<file path="config.mk">
export PLATFORM = sky130hd
export DESIGN_NAME = dbus_req_ctrl_flat
export DESIGN_NICKNAME = d
export VERILOG_FILES = /design/src/rtl/dbus_req_ctrl_if.sv /design/src/rtl/dbus_req_ctrl.sv /design/src/flat_wrapper.sv
export SDC_FILE = /design/constraint.sdc
export NUM_CORES = 1
export LEC_CHECK = 0
export ABC_AREA = 1
export CAP_MARGIN = 20
export CELL_PAD_IN_SITES_DETAIL_PLACEMENT = 1
export CELL_PAD_IN_SITES_GLOBAL_PLACEMENT = 1
export CORE_MARGIN = 2
export CORE_UTILIZATION = 26
export CTS_CLUSTER_DIAMETER = 30
export DETAILED_ROUTE_END_ITERATION = 16
export PLACE_DENSITY = 0.76
export SLEW_MARGIN = 30
export SYNTH_ARGS = -nofsm -noshare
export SYNTH_HDL_FRONTEND = slang
export SYNTH_SLANG_ARGS = --single-unit
</file>
<file path="constraint.sdc">
create_clock -name clk -period 2.35 [get_ports clk]
set_clock_uncertainty 0.2 [all_clocks]
set_input_delay 0.5875 -clock clk [delete_from_list [all_inputs] [get_ports clk]]
set_output_delay 0.5875 -clock clk [all_outputs]
set_load 0.1 [all_outputs]
</file>
<file path="src/rtl/dbus_req_ctrl_if.sv">
// ---------------------------------------------------------------------------
// dbus_req_ctrl_pkg / dbus_req_ctrl_if
//
// Purpose:
//   Shared memory-access type and the data-bus request/response bundle that
//   connects the M-stage request controller to the data cache.
//
// Interface signals:
//   dreq_valid     request valid (controller -> cache)
//   dreq_addr      request address, unmodified
//   dreq_size      0 = byte, 1 = half, 2 = word
//   dreq_strobe    byte write enables, all zero for loads
//   dreq_data      store data, already lane-aligned
//   dresp_addr_ok  request accepted (cache -> controller)
//   dresp_data_ok  data phase complete
//   dresp_data     load data
//
// Modports:
//   master  request side (the controller)
//   slave   response side (the cache)
// ---------------------------------------------------------------------------
package dbus_req_ctrl_pkg;

    // Any encoding outside the named loads/stores means "no memory access".
    typedef enum logic [3:0] {
        MEM_NONE = 4'd0,
        MEM_LW   = 4'd1,
        MEM_LH   = 4'd2,
        MEM_LHU  = 4'd3,
        MEM_LB   = 4'd4,
        MEM_LBU  = 4'd5,
        MEM_SW   = 4'd6,
        MEM_SH   = 4'd7,
        MEM_SB   = 4'd8
    } mem_t;

endpackage

interface dbus_req_ctrl_if #(
    parameter int ADDR_W = 32,
    parameter int DATA_W = 32
);
    localparam int STRB_W = DATA_W / 8;

    logic              dreq_valid;
    logic [ADDR_W-1:0] dreq_addr;
    logic [2:0]        dreq_size;
    logic [STRB_W-1:0] dreq_strobe;
    logic [DATA_W-1:0] dreq_data;
    logic              dresp_addr_ok;
    logic              dresp_data_ok;
    logic [DATA_W-1:0] dresp_data;

    modport master (
        output dreq_valid,
        output dreq_addr,
        output dreq_size,
        output dreq_strobe,
        output dreq_data,
        input  dresp_addr_ok,
        input  dresp_data_ok,
        input  dresp_data
    );

    modport slave (
        input  dreq_valid,
        input  dreq_addr,
        input  dreq_size,
        input  dreq_strobe,
        input  dreq_data,
        output dresp_addr_ok,
        output dresp_data_ok,
        output dresp_data
    );

endinterface

</file>
<file path="src/rtl/dbus_req_ctrl.sv">
// ---------------------------------------------------------------------------
// dbus_req_ctrl
//
// Purpose:
//   Memory-stage data-bus request controller. Turns the M-stage access into
//   a bus request (size, byte strobes), flags misaligned accesses, runs the
//   valid / addr_ok / data_ok handshake with the data cache, stalls the
//   pipeline until the access completes and holds the raw load word.
//
// Ports:
//   clk          clock
//   reset        synchronous, active-high reset
//   m_valid      M stage holds a valid instruction
//   m_mem_type   access type (mem_t); other encodings mean no access
//   m_addr       effective address
//   m_wd         store data, already shifted to the target lanes
//   m_flush      cancel the M-stage instruction
//   other_stall  pipeline frozen by another stage
//   stall        M stage must hold
//   addr_err     misaligned access (combinational); no request is made
//   rdata        raw load word, unextracted
//   dbus         request/response bundle to the data cache (master side)
// ---------------------------------------------------------------------------
module dbus_req_ctrl
    import dbus_req_ctrl_pkg::*;
#(
    parameter int ADDR_W = 32,
    parameter int DATA_W = 32
) (
    input  logic              clk,
    input  logic              reset,
    input  logic              m_valid,
    input  mem_t              m_mem_type,
    input  logic [ADDR_W-1:0] m_addr,
    input  logic [DATA_W-1:0] m_wd,
    input  logic              m_flush,
    input  logic              other_stall,
    output logic              stall,
    output logic              addr_err,
    output logic [DATA_W-1:0] rdata,
    dbus_req_ctrl_if.master   dbus
);

    localparam int STRB_W = DATA_W / 8;

    typedef enum logic [1:0] {
        S_IDLE = 2'd0,
        S_REQ  = 2'd1,
        S_WAIT = 2'd2,
        S_DONE = 2'd3
    } state_t;

    // Access decode
    logic              is_load;
    logic              is_store;
    logic [2:0]        size_c;
    logic [STRB_W-1:0] strobe_c;
    logic              misaligned;
    logic              req;

    // State and captured request fields
    state_t            state_q,  state_d;
    logic              cancel_q, cancel_d;
    logic [ADDR_W-1:0] addr_q,   addr_d;
    logic [2:0]        size_q,   size_d;
    logic [STRB_W-1:0] strobe_q, strobe_d;
    logic [DATA_W-1:0] data_q,   data_d;
    logic [DATA_W-1:0] rdata_q,  rdata_d;

    // Cancellation seen this cycle or earlier in the transaction
    logic              cancel_now;

    // Bus-side outputs before they go onto the interface
    logic              dreq_valid_c;
    logic [ADDR_W-1:0] dreq_addr_c;
    logic [2:0]        dreq_size_c;
    logic [STRB_W-1:0] dreq_strobe_c;
    logic [DATA_W-1:0] dreq_data_c;

    // -----------------------------------------------------------------------
    // Access decode: size, strobes, misalignment
    // -----------------------------------------------------------------------
    always_comb begin
        is_load  = 1'b0;
        is_store = 1'b0;
        size_c   = 3'd0;
        strobe_c = '0;
        case (m_mem_type)
            MEM_LW: begin
                is_load = 1'b1;
                size_c  = 3'd2;
            end
            MEM_LH, MEM_LHU: begin
                is_load = 1'b1;
                size_c  = 3'd1;
            end
            MEM_LB, MEM_LBU: begin
                is_load = 1'b1;
                size_c  = 3'd0;
            end
            MEM_SW: begin
                is_store = 1'b1;
                size_c   = 3'd2;
                strobe_c = '1;
            end
            MEM_SH: begin
                is_store = 1'b1;
                size_c   = 3'd1;
                strobe_c = m_addr[1] ? STRB_W'(4'b1100) : STRB_W'(4'b0011);
            end
            MEM_SB: begin
                is_store = 1'b1;
                size_c   = 3'd0;
                strobe_c = STRB_W'(1) << m_addr[1:0];
            end
            default: begin
                is_load  = 1'b0;
                is_store = 1'b0;
            end
        endcase
    end

    assign misaligned = ((size_c == 3'd2) & (|m_addr[1:0])) |
                        ((size_c == 3'd1) & m_addr[0]);
    assign addr_err   = m_valid & (is_load | is_store) & misaligned;
    assign req        = m_valid & (is_load | is_store) & ~addr_err & ~m_flush;

    // A flush arriving mid-transaction cannot abort the bus cycle; it only
    // marks the result to be dropped when the cache finishes.
    assign cancel_now = cancel_q | m_flush;

    // -----------------------------------------------------------------------
    // Next-state and output logic
    // -----------------------------------------------------------------------
    always_comb begin
        state_d       = state_q;
        cancel_d      = cancel_q;
        addr_d        = addr_q;
        size_d        = size_q;
        strobe_d      = strobe_q;
        data_d        = data_q;
        rdata_d       = rdata_q;
        stall         = 1'b0;
        dreq_valid_c  = 1'b0;
        dreq_addr_c   = addr_q;
        dreq_size_c   = size_q;
        dreq_strobe_c = strobe_q;
        dreq_data_c   = data_q;

        case (state_q)
            S_IDLE: begin
                // First request cycle is driven straight from the M-stage
                // inputs; fields are zeroed when there is nothing to issue.
                dreq_valid_c  = req;
                stall         = req;
                dreq_addr_c   = req ? m_addr   : '0;
                dreq_size_c   = req ? size_c   : '0;
                dreq_strobe_c = req ? strobe_c : '0;
                dreq_data_c   = req ? m_wd     : '0;
                if (req) begin
                    addr_d   = m_addr;
                    size_d   = size_c;
                    strobe_d = strobe_c;
                    data_d   = m_wd;
                    if (dbus.dresp_addr_ok && dbus.dresp_data_ok) begin
                        rdata_d = dbus.dresp_data;
                        state_d = S_DONE;
                    end else if (dbus.dresp_addr_ok) begin
                        state_d = S_WAIT;
                    end else begin
                        state_d = S_REQ;
                    end
                end
            end

            S_REQ: begin
                // Held request replays the captured fields so the bus sees
                // them stable until accepted.
                dreq_valid_c = 1'b1;
                stall        = 1'b1;
                if (dbus.dresp_addr_ok) begin
                    if (dbus.dresp_data_ok) begin
                        if (cancel_now) begin
                            cancel_d = 1'b0;
                            state_d  = S_IDLE;
                        end else begin
                            rdata_d  = dbus.dresp_data;
                            state_d  = S_DONE;
                        end
                    end else begin
                        cancel_d = cancel_now;
                        state_d  = S_WAIT;
                    end
                end else begin
                    cancel_d = cancel_now;
                end
            end

            S_WAIT: begin
                stall = 1'b1;
                if (dbus.dresp_data_ok) begin
                    if (cancel_now) begin
                        cancel_d = 1'b0;
                        state_d  = S_IDLE;
                    end else begin
                        rdata_d  = dbus.dresp_data;
                        state_d  = S_DONE;
                    end
                end else begin
                    cancel_d = cancel_now;
                end
            end

            S_DONE: begin
                // The M inputs still describe the finished access here, so
                // nothing is reissued; leave once the pipeline moves on.
                if (!other_stall || m_flush) begin
                    state_d = S_IDLE;
                end
            end

            default: begin
                state_d = S_IDLE;
            end
        endcase
    end

    // -----------------------------------------------------------------------
    // State registers
    // -----------------------------------------------------------------------
    always_ff @(posedge clk) begin
        if (reset) begin
            state_q  <= S_IDLE;
            cancel_q <= 1'b0;
            addr_q   <= '0;
            size_q   <= '0;
            strobe_q <= '0;
            data_q   <= '0;
            rdata_q  <= '0;
        end else begin
            state_q  <= state_d;
            cancel_q <= cancel_d;
            addr_q   <= addr_d;
            size_q   <= size_d;
            strobe_q <= strobe_d;
            data_q   <= data_d;
            rdata_q  <= rdata_d;
        end
    end

    assign rdata            = rdata_q;
    assign dbus.dreq_valid  = dreq_valid_c;
    assign dbus.dreq_addr   = dreq_addr_c;
    assign dbus.dreq_size   = dreq_size_c;
    assign dbus.dreq_strobe = dreq_strobe_c;
    assign dbus.dreq_data   = dreq_data_c;

endmodule

</file>
<file path="src/flat_wrapper.sv">
// flat-port wrapper written by rule: the top's interface ports become plain ports
module dbus_req_ctrl_flat import dbus_req_ctrl_pkg::*;
#(
    parameter int ADDR_W = 32,
    parameter int DATA_W = 32
)
  (clk, reset, m_valid, m_mem_type, m_addr, m_wd, m_flush, other_stall, stall, addr_err, rdata, dbus_dreq_valid, dbus_dreq_addr, dbus_dreq_size, dbus_dreq_strobe, dbus_dreq_data, dbus_dresp_addr_ok, dbus_dresp_data_ok, dbus_dresp_data);
  dbus_req_ctrl_if #(.ADDR_W(ADDR_W), .DATA_W(DATA_W)) dbus_i ();
  input  logic clk;
  input  logic reset;
  input  logic m_valid;
  input  mem_t m_mem_type;
  input  logic [ADDR_W-1:0] m_addr;
  input  logic [DATA_W-1:0] m_wd;
  input  logic m_flush;
  input  logic other_stall;
  output logic stall;
  output logic addr_err;
  output logic [DATA_W-1:0] rdata;
  output wire logic [$bits(dbus_i.dreq_valid)-1:0] dbus_dreq_valid;
  output wire logic [$bits(dbus_i.dreq_addr)-1:0] dbus_dreq_addr;
  output wire logic [$bits(dbus_i.dreq_size)-1:0] dbus_dreq_size;
  output wire logic [$bits(dbus_i.dreq_strobe)-1:0] dbus_dreq_strobe;
  output wire logic [$bits(dbus_i.dreq_data)-1:0] dbus_dreq_data;
  input wire logic [$bits(dbus_i.dresp_addr_ok)-1:0] dbus_dresp_addr_ok;
  input wire logic [$bits(dbus_i.dresp_data_ok)-1:0] dbus_dresp_data_ok;
  input wire logic [$bits(dbus_i.dresp_data)-1:0] dbus_dresp_data;
  assign dbus_dreq_valid = dbus_i.dreq_valid;
  assign dbus_dreq_addr = dbus_i.dreq_addr;
  assign dbus_dreq_size = dbus_i.dreq_size;
  assign dbus_dreq_strobe = dbus_i.dreq_strobe;
  assign dbus_dreq_data = dbus_i.dreq_data;
  assign dbus_i.dresp_addr_ok = dbus_dresp_addr_ok;
  assign dbus_i.dresp_data_ok = dbus_dresp_data_ok;
  assign dbus_i.dresp_data = dbus_dresp_data;
  dbus_req_ctrl #(.ADDR_W(ADDR_W), .DATA_W(DATA_W)) u_core (.clk(clk), .reset(reset), .m_valid(m_valid), .m_mem_type(m_mem_type), .m_addr(m_addr), .m_wd(m_wd), .m_flush(m_flush), .other_stall(other_stall), .stall(stall), .addr_err(addr_err), .rdata(rdata), .dbus(dbus_i));
endmodule
</file>
# Word level (Yosys, flattened, before mapping)
# Index checks and enable logic that the tools add are counted.
# word_totals
regBits	106
latchBits	0
ramBits	0
mem_bits_ro	0
in_bits	107
output_inout_bits	106
memories	0
# op_classes
add_sub_neg	0
n_mul	0
div	0
magnitude_cmp	0
n_eq_ne	18
shift	1
n_mux	34
bitwise_logic	11
n_reduce_logical	15
# ops
cell	n
$mux W32	9
$pmux W32 S3	1
$mux W2	9
$eq A4 B3 Y1 const B	4
$mux W4	3
$pmux W4 S3	1
$eq A4 B2 Y1 const B	2
$pmux W2 S4	1
$reduce_and A4 Y1	2
$and A1 B1 Y1	6
$eq A2 B2 Y1 const B	3
$ne A2 B1 Y1 const B	3
$pmux W1 S2	3
$reduce_or A2 Y1	3
$reduce_or A3 Y1	2
$mux W1	5
$reduce_or A5 Y1	1
$eq A2 B1 Y1 const B	2
$eq A4 B1 Y1 const B	1
$eq A4 B4 Y1 const B	1
$ne A2 B2 Y1 const B	2
$pmux W2 S2	1
$shl A1 B2 Y4 const A	1
$mux W3	1
9 further kinds	12

# Depth between registers and ports, before layout
# logic_depth
word_depth	12
mapped_depth	12

# Least setup slack after synthesis
# No wires, ideal clock.
# synth_path
kind	in2out
startpoint	input m_mem_type[1]
endpoint	output stall
arrival_time_ns	2.999
required_time_ns	1.562
setup_slack_ns	-1.437
path_stages	8
n_path_buf	1
cell_sequence	nor2_1 -> nand3_2 -> a21boi_2 -> inv_2 -> nor2_4 -> nand2_2 -> buf_2 -> a21oi_1
# synth_via
elab_chain_cells	11
# synth_lines
item	line	text
start, declared	flat_wrapper.sv:12	input mem_t m_mem_type;
$eq A4 B2 Y1 (tied with other cells)	dbus_req_ctrl.sv:88	case (m_mem_type)
$reduce_or A3 Y1 (no line) or $reduce_or A2 Y1 (tied branches)	n/a	
$pmux W2 S2	dbus_req_ctrl.sv:88	
$eq A2 B2 Y1 or $eq A2 B1 Y1 (tied branches)	dbus_req_ctrl.sv:123, dbus_req_ctrl.sv:124	
$and A1 B1 Y1, on equally long branches	dbus_req_ctrl.sv:123, dbus_req_ctrl.sv:124	
$or A1 B1 Y1	dbus_req_ctrl.sv:123	assign misaligned = ((size_c == 3'd2) & (|m_addr[1:0])) |
$and A1 B1 Y1	dbus_req_ctrl.sv:125	assign addr_err = m_valid & (is_load | is_store) & misaligned;
$not A1 Y1	dbus_req_ctrl.sv:126	assign req = m_valid & (is_load | is_store) & ~addr_err & ~m_flush;
$and A1 B1 Y1 * (2 in a row)	dbus_req_ctrl.sv:126	
$pmux W1 S2 *	dbus_req_ctrl.sv:150	case (state_q)
end, declared	flat_wrapper.sv:17	output logic stall;
# Every way passes the cells marked *; elsewhere a longest branch is shown, timed or not.

# Worst setup path in the final report
# layout_path
startpoint	input m_mem_type[0]
endpoint	output dbus_dreq_strobe[0]
# layout_via
elab_chain_cells	12
# layout_lines
item	line	text
$eq A4 B2 Y1 (tied with other cells)	dbus_req_ctrl.sv:88	
$reduce_or A3 Y1 (no line) or $reduce_or A2 Y1 (tied branches)	n/a	
$pmux W2 S2	dbus_req_ctrl.sv:88	
$eq A2 B2 Y1 or $eq A2 B1 Y1 (tied branches)	dbus_req_ctrl.sv:123, dbus_req_ctrl.sv:124	
$and A1 B1 Y1, on equally long branches	dbus_req_ctrl.sv:123, dbus_req_ctrl.sv:124	
$or A1 B1 Y1	dbus_req_ctrl.sv:123	
$and A1 B1 Y1	dbus_req_ctrl.sv:125	
$not A1 Y1	dbus_req_ctrl.sv:126	
$and A1 B1 Y1 (2 in a row)	dbus_req_ctrl.sv:126	
$mux W4 *	dbus_req_ctrl.sv:158	dreq_strobe_c = req ? strobe_c : '0;
$mux W4 *	dbus_req_ctrl.sv:150	
end, declared	flat_wrapper.sv:23	output wire logic [$bits(dbus_i.dreq_strobe)-1:0] dbus_dreq_strobe;
# Marks and branches as above.

==> flow_summary.yaml <==
run_status:
  violations: "negative setup slack"
  status: "finished with violations"
die:
  fp-row-count: 50
  start_util_pct: 26.5
  die_w_um: 142
  dieArea_um2: 20200
  die_h_um: 142
  ios: 213
  design.core.area_um2: 18700
global_route:
  overflow: 0
  grt_max_degree: 65
  track_usage_pct: 20.4
  grt_pass1_vias: 6305
  grt_pass1_wl_um: 32800
  antenna_found_initial: 0
clock_tree:
  numCtsBuffers: 9
  clock_latency_ns: 0.35
  clockBufferDepth: 2
  cts-root-buf: "clkbuf_16"
  clkTransAtPathRegs_ns: 0.07
  cts_sinks: 105
  cts_tree: "yes"
  hold_buffers: 0
  cts_max_level: 3
route:
  wl_um: 24000
  ant_nets: 0
  vias: 6321
  wire_per_inst_um: 18.7
  remaining_drc_errors: 0
  first_iter_violations: 304
  drt_pass1_iterations: 4
  via_per_inst: 4.92
sta:
  hold_viol_final: 0
  clock.fmax_mhz: 341
  period_minus_slack_ns: 2.93
  rsz0062_at_grt: "true"
  worstMarginPinSlew_ns: 0.619
  setup_viol: 106
  slew_viol_final: 0
  worst_slack_ns: -0.580
  relSlewSlack_pct: 58.8
  finalCritPeriodShare_pct: 125
  fin_setup_tns_ns: -39.60
synth:
  yosysSeqAreaShare_pct: 42.3
  synth_cell_types: 25
  syn_inst: 753
  synth_seq_cells: 105
  syn_avg_cell_area_um2: 6.59
  synth_warnings: 0
  netlist_area_um2: 4960
  syn_nets: 865
placement:
  place_congestion: 0.794
  port-buffer-count: 211
  dp_hpwl_um: 13700
  placed_area_um2: 9140
power_and_ir_drop:
  p_leak_nw: 4.33
  pwr-share-clk_pct: 12.0
  peakVddDrop_uv: 1180
  powerDensity_nw_per_um2: 1150
  power_frac_comb_pct: 69.0
  internal_power_mw: 5.48
  power.net_switching_mw: 6.73
  p_sw_share_pct: 55.1
  seq_power_share_pct: 18.9
worst_hold_path:
  worstHoldStart: "u_core.data_q[17]$_SDFFE_PP0P_"
  whs_path_depth: 2
  hold_path_class: "reg -> reg"
  whs_endpoint: "u_core.data_q[17]$_SDFFE_PP0P_"
final_layout:
  utilization_pct: 56.9
  final_cell_mix: "nand2_1 (183), buf_4 (128), dfxtp_1 (105)"
  final_cell_area_um2: 10700
  drive_above_1_share_pct: 41.4
  finalNetCount: 1159
  nFillCells: 2050
  antenna_cells: 0
  layout_commonest_cell: "nand2_1"
  syn_to_final_growth_pct: 115
worst_setup_path:
  rr_worst_depth: 10
  cp.required_ns: 1.56
  ff2ff_setup_slack_ns: 0.17
  worstSetupStartpointType: "input pin"
  crit_arrival_ns: 2.14
  crit_path_max_fanout: 15
  worstReg2RegEnd: "u_core.rdata[31]$_SDFFE_PP0P_"
  r2r-start: "u_core.state_q[0]$_SDFFE_PP0P_"
  cp-end-kind: "primary output"
  criticalPathCategory: "in -> out"
flow_run:
  maxCapViolCount: 0
layer usage:
metal | global-route usage [%] | vias up | wire, µm
met2 | 36.0 | 181 | 12300
met4 | 8.05 | 0 | 919
met3 | 4.04 | 54 | 1130
met1 | 24.2 | 3062 | 9630
li1 | - | 3024 | -
met5 | 0 | - | 0
how the worst max path moves through the flow:
| stage | from | endpoint | slack [ns] | cells after the start |
|---|---|---|---|---|
| floorplan | m_mem_type[1] | stall | -0.41 | 8 |
| global placement | m_mem_type[2] | stall | -0.86 | 11 |
| detailed placement | m_mem_type[1] | stall | -0.93 | 10 |
| CTS | m_mem_type[0] | stall | -0.46 | 11 |
| global route | m_mem_type[0] | dbus_dreq_strobe[0] | -0.64 | 13 |
| finish | m_mem_type[0] | dbus_dreq_strobe[0] | -0.58 | 13 |
flip-flops by register name (all words and copies together) (netlist names):
signal / count
u_core.size_q: 2
u_core.data_q: 32
u_core.state_q: 2
u_core.strobe_q: 4
u_core.cancel_q: 1
u_core.addr_q: 32
u_core.rdata: 32
logic make-up after synthesis:
group / count (synthesis) / share of synthesized area (%)
fa+ha+maj: 5 / 1.26
flops: 105 / 42.3
buf+inv: 101 / 8.49
compound gates: 121 / 12.6
simple gates: 420 / 35.3
other cells: 1 / 0.0756
power groups by stage:
stage	logic, mW	registers (mW)	clock network (mW)
5_1_grt	8.84	2.35	1.59
2_1_floorplan	3.20	4.05	0
3_3_place_gp	7.15	2.31	0
6_report	8.42	2.31	1.47
4_1_cts	7.51	2.29	1.52
3_5_place_dp	7.21	2.33	0
critical path, stage by stage:
cell,delay [ns]
buf_8,0.11
inv_6,0.06
nor2_1,0.05
nand2_1,0.11
nand2_2,0.08
nand2_2,0.09
nand3_2,0.10
nor2_4,0.16
buf_8,0.16
buf_16,0.18
nand3_2,0.13
nand2_4,0.12
buf_12,0.17
per-stage QoR:
step | setup WS (ns) | total power [mW] | instances | hold slack [ns]
finish | -0.580 | 12.2 | 1285 | 0.266
global route | -0.642 | 12.8 | 1285 | 0.283
CTS | -0.460 | 11.3 | 1264 | 0.265
detailed placement | -0.929 | 9.53 | 1237 | 0.253
global placement | -0.858 | 9.45 | 1237 | 0.248
floorplan | -0.412 | 7.26 | 753 | 0.239
final cells by class:
type / count / area [µm²] / share of cell area, %
clock buffer: 9 / 225 / 2.11
clock inverter: 6 / 52.6 / 0.493
inverter: 47 / 181 / 1.70
multi-input combinational: 548 / 3670 / 34.5
sequential: 105 / 2100 / 19.7
tap: 234 / 293 / 2.75
timing repair buffer: 336 / 4130 / 38.8
cell usage after synthesis, drive strengths merged:
library cell  count  share of area, %
a21boi            2              0.38
inv              46               3.5
a31oi             1              0.13
o21ai             5              0.50
dfxtp           105                42
ha                5               1.3
a21oi           110                11
o31ai             3              0.45
clkinv            1             0.076
conb              1             0.076
nor2             46               3.6
nor3              2              0.20
nand4             1              0.13
nand2           261                20
nand3           109                11
clkbuf           24               1.8
nor4              1              0.43
buf              30               3.1
what timing repair did:
action | 4_1_cts | 5_1_grt
gates cloned | 4 | 15
setup buffers | 9 | 7
setup endpoints to repair | 177 | 149
pin swaps | 10 | 13
gates resized for setup | 117 | 60
No activity file was read; power rests on OpenSTA's default activity.
